## src/rtl/fifo_sync_ex.sv

```systemverilog
// fifo_sync_ex: single-clock FIFO with almost-full/empty thresholds, error pulses, flush and high-water mark.
// Define FIFO_SYNC_FWFT_EN for first-word-fall-through read; default build uses a registered read port.
module fifo_sync_ex #(
    parameter int DATA_WIDTH = 8,
    parameter int ADDR_WIDTH = 4,
    parameter int AF_LEVEL   = (2 ** ADDR_WIDTH) - 2,
    parameter int AE_LEVEL   = 2
) (
    input  logic                  clk,
    input  logic                  rst,
    input  logic                  clr,
    input  logic                  wr_ena,
    input  logic [DATA_WIDTH-1:0] wr_dat,
    output logic                  wr_full,
    output logic                  almost_full,
    output logic                  wr_overflow,
    input  logic                  rd_ena,
    output logic [DATA_WIDTH-1:0] rd_dat,
    output logic                  rd_empty,
    output logic                  almost_empty,
    output logic                  rd_underflow,
    output logic [ADDR_WIDTH:0]   dat_cnt,
    output logic [ADDR_WIDTH:0]   hwm
);
    localparam int DEPTH = 2 ** ADDR_WIDTH;
    localparam int CNT_W = ADDR_WIDTH + 1;

    generate
        if (AF_LEVEL < 1 || AF_LEVEL > DEPTH || AE_LEVEL < 0 || AE_LEVEL > DEPTH - 1) begin : g_bad_level
            $error("fifo_sync_ex: AF_LEVEL or AE_LEVEL out of legal range");
        end
    endgenerate

    logic [DATA_WIDTH-1:0] mem_r [DEPTH];
    logic [ADDR_WIDTH-1:0] wr_ptr_r;
    logic [ADDR_WIDTH-1:0] rd_ptr_r;
    logic                  push_acc_s;
    logic                  pop_acc_s;
    logic [CNT_W-1:0]      cnt_next_s;

    // Acceptance depends only on registered flags, so a pop never frees room for a same-cycle push.
    assign push_acc_s = wr_ena && !wr_full && !clr;
    assign pop_acc_s  = rd_ena && !rd_empty && !clr;

    // Next stored-word count; flush wins over any transfer.
    always_comb begin
        cnt_next_s = dat_cnt;
        if (clr) begin
            cnt_next_s = '0;
        end else if (push_acc_s && !pop_acc_s) begin
            cnt_next_s = dat_cnt + CNT_W'(1);
        end else if (!push_acc_s && pop_acc_s) begin
            cnt_next_s = dat_cnt - CNT_W'(1);
        end else begin
            cnt_next_s = dat_cnt;
        end
    end

    // Storage write port; contents need no reset.
    always_ff @(posedge clk) begin
        if (push_acc_s) begin
            mem_r[wr_ptr_r] <= wr_dat;
        end
    end

    // Pointers wrap naturally at DEPTH.
    always_ff @(posedge clk or posedge rst) begin
        if (rst) begin
            wr_ptr_r <= '0;
            rd_ptr_r <= '0;
        end else if (clr) begin
            wr_ptr_r <= '0;
            rd_ptr_r <= '0;
        end else begin
            if (push_acc_s) begin
                wr_ptr_r <= wr_ptr_r + ADDR_WIDTH'(1);
            end
            if (pop_acc_s) begin
                rd_ptr_r <= rd_ptr_r + ADDR_WIDTH'(1);
            end
        end
    end

    // Count, level flags and high-water mark all register off the next count.
    always_ff @(posedge clk or posedge rst) begin
        if (rst) begin
            dat_cnt      <= '0;
            hwm          <= '0;
            wr_full      <= 1'b0;
            almost_full  <= 1'b0;
            rd_empty     <= 1'b1;
            almost_empty <= 1'b1;
        end else begin
            dat_cnt      <= cnt_next_s;
            wr_full      <= (cnt_next_s == CNT_W'(DEPTH));
            almost_full  <= (cnt_next_s >= CNT_W'(AF_LEVEL));
            rd_empty     <= (cnt_next_s == CNT_W'(0));
            almost_empty <= (cnt_next_s <= CNT_W'(AE_LEVEL));
            if (clr) begin
                hwm <= '0;
            end else if (cnt_next_s > hwm) begin
                hwm <= cnt_next_s;
            end
        end
    end

    // One-cycle error pulses for refused requests; a flush suppresses them.
    always_ff @(posedge clk or posedge rst) begin
        if (rst) begin
            wr_overflow  <= 1'b0;
            rd_underflow <= 1'b0;
        end else begin
            wr_overflow  <= !clr && wr_ena && wr_full;
            rd_underflow <= !clr && rd_ena && rd_empty;
        end
    end

`ifdef FIFO_SYNC_FWFT_EN
    assign rd_dat = mem_r[rd_ptr_r];
`else
    // Registered read: rd_dat holds the last popped word.
    always_ff @(posedge clk or posedge rst) begin
        if (rst) begin
            rd_dat <= '0;
        end else if (pop_acc_s) begin
            rd_dat <= mem_r[rd_ptr_r];
        end
    end
`endif

endmodule

```

## config.mk

```make
export PLATFORM = sky130hd
export DESIGN_NAME = fifo_sync_ex
export DESIGN_NICKNAME = d
export VERILOG_FILES = /design/src/rtl/fifo_sync_ex.sv
export SDC_FILE = /design/constraint.sdc
export NUM_CORES = 1
export LEC_CHECK = 0
export ABC_CLOCK_PERIOD_IN_PS = 3200
export CAP_MARGIN = 20
export CORE_MARGIN = 3
export CORE_UTILIZATION = 40
export CTS_CLUSTER_SIZE = 24
export DETAILED_ROUTE_END_ITERATION = 16
export PLACE_DENSITY_LB_ADDON = 0.08
export RECOVER_POWER = 50
export SETUP_SLACK_MARGIN = 0.05
export SYNTH_ARGS = -nofsm -noshare
export SYNTH_HDL_FRONTEND = slang
export SYNTH_SLANG_ARGS = --single-unit
```

## constraint.sdc

```tcl
create_clock -name clk -period 3.2 [get_ports clk]
set_input_delay 0.32 -clock clk [delete_from_list [all_inputs] [get_ports clk]]
set_output_delay 0.32 -clock clk [all_outputs]
set_load 0.02 [all_outputs]
```

# Word level (Yosys, flattened, before mapping)
# Memories as Yosys holds them, arrays and structs flattened. A register that Yosys moved wholly into a read port is not among the register bits.
# Cells that the tools add are included.
[classes] addsub=4 mul=0 div=0 order_cmp=3 eq_ne=1 shift=0 n_mux=11 bitwise_logic=0 reduce_logical=19
[ops] operator="5-bit two-way mux" count=5
[ops] operator="4-bit two-way mux" count=4
[ops] operator="1-bit logical AND" count=10
[ops] operator="4-bit by 1-bit adder with 4-bit output (second input constant)" count=2
[ops] operator="2-bit nonzero test" count=3
[ops] operator="5-bit by 1-bit adder with 5-bit output (second input constant)" count=1
[ops] operator="5-bit equality test (second input constant)" count=1
[ops] operator="5-bit by 4-bit >= comparator with 1-bit output (second input constant)" count=1
[ops] operator="5-bit greater-than comparator" count=1
[ops] operator="5-bit by 2-bit less-or-equal comparator with 1-bit output (second input constant)" count=1
[ops] operator="1-bit zero test" count=5
[ops] operator="5-bit zero test" count=1
[ops] operator="5-bit by 1-bit subtractor with 5-bit output (second input constant)" count=1
[ops] operator="1-bit two-way mux" count=2
[word_totals] register_bits=24 latchBits=0 ram_bits=128 rom_bits=0 in_bits=13 wordCells=49 mem_count=1
[memory_table] memory="mem_r" words=16 width=8 rd=1 rd_clocked_by_memory_dff=1 wr=1 line_no="34" text="logic [DATA_WIDTH-1:0] mem_r [DEPTH];"

# Depth between registers and ports, before layout
# Gate-level depths: netlist (run 1).
[logic_depth] depth_word=11 depth_mapped=14 mapped_depth_nobuf=14

# Least setup slack after synthesis (run 1)
# Ideal clock, no wire load.
[synth_path] path_type="register to register" from="reg dat_cnt[0]" to="reg hwm[2]" arrival_ns=3.066 setup_slack_ns=0.009 path_stages_with_launch=15 n_path_buf=0 path_cell_list="dfrtp_1 inv_1 ha_1 nor4b_1 a41oi_1 xnor2_1 nand2_1 inv_1 ha_1 and3_1 a221oi_1 o22a_1 o311ai_1 a21oi_2 mux2_2"
[synth_between] elab_chain_len=6 elab_cells_between_ends=9
[synth_rtl] item="from (decl)" line_no="22" text="output logic [ADDR_WIDTH:0] dat_cnt,"
[synth_rtl] item="from (signal assigned)" line_no="94" text="dat_cnt <= cnt_next_s;"
[synth_rtl] item="5-bit by 1-bit subtractor with 5-bit output" line_no="53" text="cnt_next_s = dat_cnt - CNT_W'(1);"
[synth_rtl] item="5-bit two-way mux" line_no="52" text="end else if (!push_acc_s && pop_acc_s) begin"
[synth_rtl] item="5-bit two-way mux (*)" line_no="50" text="end else if (push_acc_s && !pop_acc_s) begin"
[synth_rtl] item="5-bit two-way mux (*)" line_no="48" text="if (clr) begin"
[synth_rtl] item="named net cnt_next_s[4]" line_no="39" text="logic [CNT_W-1:0] cnt_next_s;"
[synth_rtl] item="5-bit greater-than comparator (*)" line_no="101" text="end else if (cnt_next_s > hwm) begin"
[synth_rtl] item="2-bit nonzero test (no line) (*)"
[synth_rtl] item="to (signal assigned)" line_no="102" text="hwm <= cnt_next_s;"
[synth_rtl] item="to (decl)" line_no="23" text="output logic [ADDR_WIDTH:0] hwm"
# The timed path passes the listed nets; every way through them passes the cells marked *. The select of a mux whose other input is x is not followed.
# A chain may end at the register's enable or synchronous reset.

# Worst setup path after layout (run 1)
# Ends and elaborated chain as after synthesis.

==> results.md, run 1 <==
- The tool flagged a number of max-cap violations equal to 0.
- The sequential-to-total area share from yosys stat is just under 70%.
- The final critical path takes up 96.7% of the cycle.
- The number of enable-type register cells in the synthesized netlist is ~130.
- Static timing analysis puts the maximum clock frequency at 0.323 GHz.
- The count of nets left with antenna violations once routing finished came out at 0.
- Setup violations remaining at the end of the flow were counted as 0.
- The cell sitting at the root of the clock tree is a sky130_fd_sc_hd__clkbuf_16.
- The number of DRC markers in iteration 0 is 314.
- The flow ran to the end, and the final reports show no timing, DRC or antenna violations.
- The number of diodes is 0.
- The finished layout cell area is ~0.0084 mm^2.
- Across all hold checks on the routed design, the worst slack comes to 0.425 ns.
- The clock latency of the later-clocked register in the worst-skew pair is roughly 0.42 ns.
- The core area is ~0.016 mm^2.
- The setup path with the least slack is of type flip-flop to flip-flop.
- The type of element launching the critical path is a flip-flop.
- After detailed routing, the number of vias per cell comes to about 5.2.
- The average cell area after synthesis is about 19 um^2.
- The die covers 0.0184 mm^2.
- The power density over the cells is 692 mW/mm^2.
- The first global-routing pass estimated 21000 um of wire.
- In this run the tool buffered the top-level ports with 36 buffer cells.
- The synthesized netlist net count is 387.
- The H-tree was split into 4 levels.
- After detailed routing, the total wire length is 13800 um.
- On the critical path, the stage with the largest delay is an instance of sky130_fd_sc_hd__or4_4.
- The count of nets after finishing is 475.
- The hold violation count in the final report is 0.
- After detailed routing, the average wire length per cell comes to 20.3 um.
- The worst relative slew slack is 36.7%.
- The synthesis-stage register bit count is 160.
- For this block, the via count after detailed routing is 3539.
- Traced cell by cell, the critical path runs through buf_4 > and3_1 > a22oi_2 > mux2_4 > ha_4 > a21o_1 > a21oi_2 > or4_4 > o311ai_4 > a21oi_2 > mux2_4.
- The number of cell rows is 46.
- The post-synthesis instance area is around 0.0067 mm^2.
- Routability-driven placement finished with a final weighted congestion of 0.813.
- The maximum fanout along the worst path is 6.
- The design draws 5790 uW.
- During synthesis, Yosys emitted a total of 0 warnings.
- On the final layout, the worst clock skew is 0.00549 ns.
- The via count of the first global-routing pass is 3586.
- The data arrival at the endpoint of the critical path is 3.40 ns.
- Detailed placement finished with a half-perimeter wire length of 9370 um.
- The die is 136 um wide.
- The type of the most critical hold path is primary input to asynchronous set/reset pin.
- The count of cell types in the netlist is 46.
- After clock tree synthesis, the clock-pin slew on the worst setup and hold paths is 0.06 ns.
- In this run, CTS created clock tree buffers numbering 17.
- The count of pins over their slew limit came to 0.
- The minimum period implied by the final worst setup slack is 3.09 ns.
- The post-synthesis to final-layout area growth is 24.5%.
- Setup repair after global routing could not meet its margin everywhere.
- Counting tap cells, the placed design contains a total of 645 instances.
- At the end of the flow the core is filled with cells to 51.7%.
- The most common cell after layout, fill and taps aside is sky130_fd_sc_hd__edfxtp_1.
- The initial antenna violation count came to 0.
- The area after detailed placement is 0.00756 mm^2.
- The worst register-to-register path has a depth of 11.
- The count of placed standard cells in the final layout, fillers left out is around 700.
- In the synthesized netlist the dominant register cell turns out to be sky130_fd_sc_hd__edfxtp_1.
- The number of hold buffers added after CTS is 0.
- After detailed routing, the number of remaining DRC violations is 0.
- The synthesized instance count is 363.
- The share of layout cells above drive strength 1 is 28.0%.
- The worst IR drop on VDD is 0.357 mV.
- The initial utilization of the core area, before any placement, comes to 41.5%.
- The global-route congestion overflow total is 0.
- For this design the top-level I/O count stands at 37.
- The static leakage power is 0.00297 uW.
- The length of the first detailed-routing pass in iterations is 4.
- The async set-or-reset flop fraction in the synthesized netlist is 20.0%.
- The number of buffers between clock root and the deepest sink is 2.
- TritonCTS built the clock tree.
- The delay of the slowest cell on the worst path is 0.56 ns.
- The type of element capturing the critical path is a flip-flop.
- The clock sink count is 160.
- In the layout the commonest cells are sky130_fd_sc_hd__edfxtp_1 (128), sky130_fd_sc_hd__buf_4 (44), sky130_fd_sc_hd__dfrtp_1 (29).
- The die boundary height is between 100 and 150 um.
- Data on the critical path is required at its endpoint by ~3.5 ns.
- The global routing usage summed across all routing layers is approximately 16%.
- Entering global routing, the biggest net connects 36 pins.
- The slew at the pin closest to its max-slew limit is 0.950 ns.
==> registers in the layout (all words and copies together) (netlist names) <==
signal        flops
rd_dat            8
wr_ptr_r          4
dat_cnt           5
almost_full       1
hwm               5
almost_empty      1
rd_empty          1
rd_ptr_r          4
wr_full           1
wr_overflow       1
rd_underflow      1
mem_r           128
==> logic make-up after synthesis <==
| kind of cell | share of synthesized area [%] |
|---|---|
| flip-flops | 69.2 |
| AO/OA/AOI/OAI | 2.18 |
| XOR/XNOR | 0.913 |
| buffers and inverters | 2.92 |
| AND/OR/NAND/NOR | 6.02 |
| adder cells (fa/ha/maj) | 2.05 |
| multiplexers | 16.7 |
==> layout make-up <==
class / instances / area [um^2]
multi-input combinational: 175 / 2040
tap: 216 / 270
clock buffer: 20 / 437
clock inverter: 12 / 183
fill: 1330 / 7810
timing repair buffer: 86 / 744
sequential: 160 / 4650
inverter: 11 / 41.3
==> cell usage after synthesis, drive strengths merged (2+ instances only) <==
cell type | instances | share of area [%]
and3 | 5 | 0.47
nand3 | 5 | 0.37
dfstp | 2 | 0.78
or4 | 2 | 0.22
inv | 11 | 0.61
o21a | 2 | 0.22
nand2 | 17 | 0.95
nor4 | 2 | 0.19
dfrtp | 30 | 11
a21oi | 8 | 0.71
mux4 | 40 | 15
edfxtp | 128 | 57
nor2b | 3 | 0.28
nor2 | 28 | 1.6
xnor2 | 3 | 0.39
o21ai | 2 | 0.15
mux2 | 11 | 1.8
xor2 | 4 | 0.52
clkbuf | 2 | 0.11
buf | 15 | 2.2
nand4 | 2 | 0.19
ha | 11 | 2.0
nand2b | 4 | 0.37
mux2i | 2 | 0.30
nor3 | 10 | 0.75
==> per-layer routing <==
metal,track usage (%),vias up,wire [um]
met5,0,-,0
met4,5.21,0,195
met3,3.71,18,611
met2,24.4,83,6490
met1,22.6,1814,6510
li1,-,1624,-
==> metrics by stage <==
stage | setup slack, ns | TNS (ns)
detailed placement | -0.263 | -1.19
floorplan | 0.0508 | 0
global route | 0.00827 | 0
finish | 0.105 | 0
global placement | -0.210 | -0.849
CTS | 0.0691 | 0
==> worst max-delay path, delay by kind of cell, from the launching register on <==
family                     cells  cell delay, ns
DFF                            1            0.47
buffers and inverters          1            0.17
AOI/OAI and AO/OA              5            0.67
and+or+nand+nor                2            0.74
muxes                          2            0.65
adders and majority gates      1            0.29
==> report_power, final <==
group	internal, uW	switching [uW]
sequential	2370	95.9
combinational	648	563
clock	1310	800
total	4330	1460
==> path summary, 6_finish.rpt <==
path / from / end / slack, ns
min reg2reg: rd_dat[1]$_DFFE_PP0P_ / rd_dat[1]$_DFFE_PP0P_ / 0.50
max: dat_cnt[0]$_DFF_PP0_ / hwm[2]$_DFFE_PP0P_ / 0.11
max reg2reg: dat_cnt[0]$_DFF_PP0_ / hwm[2]$_DFFE_PP0P_ / 0.11
max in group asynchronous: rst / dat_cnt[0]$_DFF_PP0_ / 1.44
min: rst / rd_dat[7]$_DFFE_PP0P_ / 0.42
min in group clk: rd_dat[1]$_DFFE_PP0P_ / rd_dat[1]$_DFFE_PP0P_ / 0.50
==> repair_timing <==
item | 4_1_cts | 5_1_grt
endpoints found under the setup margin | 2 | 5
gates resized for setup | 1 | 30
buffers inserted | 0 | 3
cloned | 0 | 0
pin swaps | 0 | 8
Power figures use the tool's default switching activity.
==> inputs of run 2 (changes only) <==
--- a/config.mk
+++ b/config.mk
@@ -7,6 +7,8 @@
 export LEC_CHECK = 0
 export ABC_CLOCK_PERIOD_IN_PS = 3200
 export CAP_MARGIN = 20
+export CELL_PAD_IN_SITES_DETAIL_PLACEMENT = 0
+export CELL_PAD_IN_SITES_GLOBAL_PLACEMENT = 1
 export CORE_MARGIN = 3
 export CORE_UTILIZATION = 40
 export CTS_CLUSTER_SIZE = 24
==> constraint.sdc (replaced) <==
create_clock -name clk -period 3.2 [get_ports clk]
set_input_delay 0.64 -clock clk [delete_from_list [all_inputs] [get_ports clk]]
set_output_delay 0.64 -clock clk [all_outputs]
set_load 0.02 [all_outputs]
==> run 2 against run 1 <==
  * The flow now finishes with violations (capacitance limit, slew limit)
  * Setup slack better by 0.025 ns
  * Largest power group unchanged
  * Maximum frequency increased by 0.83%
  * Sequential share of layout area up 1.1 points
  * Critical path type is now primary input to flip-flop
  * First-iteration DRC count is 35% lower
  * Via count fell by 1.9%
  * Final cell count fell by 0.29%
  * Clock skew grew 0.0039 ns
==> results.md, run 2 (same netlist as run 1, synthesis figures left out) <==
- The boundary pin count is 37 (unchanged).
- The count of placed standard cells in the final layout, fillers left out is 678 (was 680).
- The clock sink count is 160 (unchanged).
- The number of buffers between clock root and the deepest sink is 2 (unchanged).
- The data arrival at the endpoint of the critical path is 3.37 ns (was 3.40 ns).
- The number of remaining DRC errors was 0 (unchanged).
- The worst relative slew slack was -22.9% (was 36.7%).
- The post-synthesis to final-layout area growth was 22.1% (was 24.5%).
- The net switching power is 1440 uW (was 1460 uW).
- The type of the most critical hold path is flip-flop to flip-flop (was primary input to asynchronous set/reset pin).
- The largest delay contributor family on the critical path is compound AO/OA/AOI/OAI gates (was simple AND/OR/NAND/NOR gates).
- The area of the die was 0.0184 mm^2 (unchanged).
- The root buffer cell is sky130_fd_sc_hd__clkbuf_16 (unchanged).
- The type of element capturing the critical path is a flip-flop (unchanged).
- The number of cell rows is 46 (unchanged).
- Registers with the most flip-flops: mem_r: 128 flops, rd_dat: 8 flops (unchanged).
- Run status: finished with violations (was finished, final reports clean).
- The placer congestion estimate came to 0.827 (was 0.813).
- The internal power component was 4000 uW (was 4330 uW).
- The clock tree skew after final layout is 0.00935 ns (was 0.00549 ns).
- The first-pass GRT wire length came to 21600 um (was 21000 um).
- The source of the worst register-to-register timing path is dat_cnt[0]$_DFF_PP0_ (unchanged).
- The final-layout setup total negative slack is 0 ns (unchanged).
- The count of endpoints failing setup in the final report was 0 (unchanged).
- The count of nets after finishing is 473 (was 475).
- The via count of the first global-routing pass is 3586 (unchanged).
- The total chip power came to 5430 uW (was 5790 uW).
- The effective utilization at floorplan is 41.5% (unchanged).
- The number of diodes was 0 (unchanged).
- The global-route congestion overflow total is 0 (unchanged).
- The CTS clock-pin slew for the worst setup and hold paths is 0.06 ns (about the same).
- The total number of vias is 3472 (was 3539).
- The power density over the cells is 662 mW/mm^2 (was 692 mW/mm^2).
- The global routing usage summed across all routing layers is 16.4% (was 15.9%).
- The number of DRC markers in iteration 0 came to 205 (was 314).
- The instance count after placement with tap cells included is 643 (was 645).
- The total CTS buffers is 17 (unchanged).
- The share of layout cells above drive strength 1 is 26.2% (was 28.0%).
- The library cell contributing the largest single delay on the critical path is sky130_fd_sc_hd__clkdlybuf4s50_1 (was sky130_fd_sc_hd__or4_4).
- The ratio of final minimum period to clock period is 95.9% (was 96.7%).
- The die span in x is 136 um (unchanged).
- Unrepaired setup endpoints after global routing: no (was yes).
- The switching share of power came to 26.4% (was 25.2%).
- The clock latency of the later-clocked register in the worst-skew pair came to 0.41 ns (was 0.42 ns).
- The hold violation count in the final report was 0 (unchanged).
- The number of buffer and inverter instances along the worst setup path came to 2 (was 1).
- The sequential share of power is 45.0% (was 42.5%).
- Cell-by-cell trace of the critical path: clkdlybuf4s50_1 > nor4_4 > a41oi_2 > xnor2_1 > nand2_1 > inv_2 > ha_4 > and3_1 > a221oi_2 > o22a_1 > o311ai_4 > a21oi_4 > mux2_4 (was buf_4 > and3_1 > a22oi_2 > mux2_4 > ha_4 > a21o_1 > a21oi_2 > or4_4 > o311ai_4 > a21oi_2 > mux2_4).
- The register ranked first by flip-flop count is mem_r (unchanged).
- The total wirelength of the detailed-routed design was 13800 um (about the same).
- The max-cap violation count was 1 (was 0).
- The highest clock frequency the design can meet is 0.326 GHz (was 0.323 GHz).
- The minimum period implied by the final worst setup slack is 3.07 ns (was 3.09 ns).
- The length of the first detailed-routing pass in iterations is 5 (was 4).
- The static leakage power was 0.00289 uW (was 0.00297 uW).
- The port buffer count is 36 (unchanged).
- The flip-flop count of the largest register, all copies and words added came to 128 (unchanged).
- The critical path class was primary input to flip-flop (was flip-flop to flip-flop).
- The HPWL after detailed placement is 9490 um (was 9370 um).
- The slew at the pin closest to its max-slew limit is 1.84 ns (was 0.950 ns).
- The maximum number of pins on one net before global-route repair is 36 (unchanged).
- The die boundary height was 136 um (unchanged).
- The utilization after layout is 50.7% (was 51.7%).
- The worst IR drop on VDD is 0.377 mV (was 0.357 mV).
- The most common cell after layout, fill and taps aside was sky130_fd_sc_hd__edfxtp_1 (unchanged).
- The proportion of power drawn by the clock network was 32.9% (was 36.5%).
- The source of the critical timing path is clr (was dat_cnt[0]$_DFF_PP0_).
- The count of pins over their slew limit is 33 (was 0).
- The post-detailed-route count of antenna-violating nets was 0 (unchanged).
- The average vias per placed instance was 5.12 (was 5.20).
- The part of the power in combinational logic is 22.1% (was 20.9%).
- The count of H-tree levels built during CTS was 4 (unchanged).
- The CTS tree was yes (unchanged).
- The initial antenna violation count came to 1 (was 0).
- Most used cells in the layout excluding fill and tap cells: sky130_fd_sc_hd__edfxtp_1 (128), sky130_fd_sc_hd__buf_4 (43), sky130_fd_sc_hd__dfrtp_1 (28) (was sky130_fd_sc_hd__edfxtp_1 (128), sky130_fd_sc_hd__buf_4 (44), sky130_fd_sc_hd__dfrtp_1 (29)).
- The delay of the slowest cell on the worst path is 0.52 ns (was 0.56 ns).
- The checks that failed: capacitance limit, slew limit.
- The required time of the critical path came to 3.50 ns (about the same).
- The type of element launching the critical path was a primary input (was flip-flop).
- In this run the most critical hold path is launched from rd_dat[0]$_DFFE_PP0P_.
- The core area was 0.0162 mm^2 (unchanged).
- The routed wirelength normalized by instance count came to 20.3 um (about the same).
- The number of hold buffers added after CTS was 0 (unchanged).
- The maximum fanout along the worst path is 4 (was 6).
run 2: cell count changes in the layout (fill, tap and decap cells not counted), moves of 2 or more:
| cell | delta |
|---|---|
| sky130_fd_sc_hd__bufinv_16 | -4 |
| sky130_fd_sc_hd__clkbuf_1 | +4 |
| sky130_fd_sc_hd__dlygate4sd2_1 | +2 |
| sky130_fd_sc_hd__ha_1 | +2 |
| sky130_fd_sc_hd__ha_4 | -2 |
| sky130_fd_sc_hd__nor2_4 | +2 |
run 2: final timing paths:
path,to,cells after the start,slack (ns)
min in group asynchronous,rd_ptr_r[0]$_DFFE_PP0P_,3,1.33
worst min-delay path,rd_dat[0]$_DFFE_PP0P_,1,0.51
max in group asynchronous,dat_cnt[0]$_DFF_PP0_,3,0.67
worst min register to register,rd_dat[0]$_DFFE_PP0P_,1,0.51
worst max register to register,hwm[3]$_DFFE_PP0P_,14,0.16
worst max-delay path,hwm[3]$_DFFE_PP0P_,13,0.13
run 2: routing by layer:
| layer | global-route usage, % | wire length [um] | vias to the layer above |
|---|---|---|---|
| li1 | - | - | 1622 |
| met1 | 23.7 | 6700 | 1776 |
| met4 | 5.88 | 228 | 0 |
| met5 | 0 | 0 | - |
| met3 | 3.49 | 337 | 17 |
| met2 | 24.6 | 6530 | 57 |
run 2: per-stage QoR:
stage | setup WS, ns | cell area, um^2 | hold slack [ns]
floorplan | 0.0547 | 6790 | 0.556
global placement | -0.447 | 7600 | 0.492
detailed placement | -0.506 | 7600 | 0.500
CTS | 0.0658 | 8170 | 0.514
global route | 0.0316 | 8200 | 0.527
finish | 0.130 | 8200 | 0.507
run 2: area by class of cell:
type / instances / area, um^2
fill: 1369 / 7970
sequential: 160 / 4650
multi-input combinational: 175 / 2010
timing repair buffer: 84 / 707
clock buffer: 24 / 462
tap: 216 / 270
clock inverter: 8 / 60.1
inverter: 11 / 41.3
run 2: power by group through the flow:
stage | Clock [uW] | Combinational [uW] | Sequential [uW]
after floorplan | 0 | 615 | 2580
final | 1790 | 1200 | 2440
after CTS | 1840 | 1190 | 2440
after detailed placement | 0 | 1150 | 2480
after global routing | 1930 | 1300 | 2460
after global placement | 0 | 1140 | 2480
run 2: what timing repair did:
item                                    CTS  global route
endpoints found under the setup margin    4             4
buffers inserted                          2             1
resized for setup                         9             8
pin swaps                                 7             1
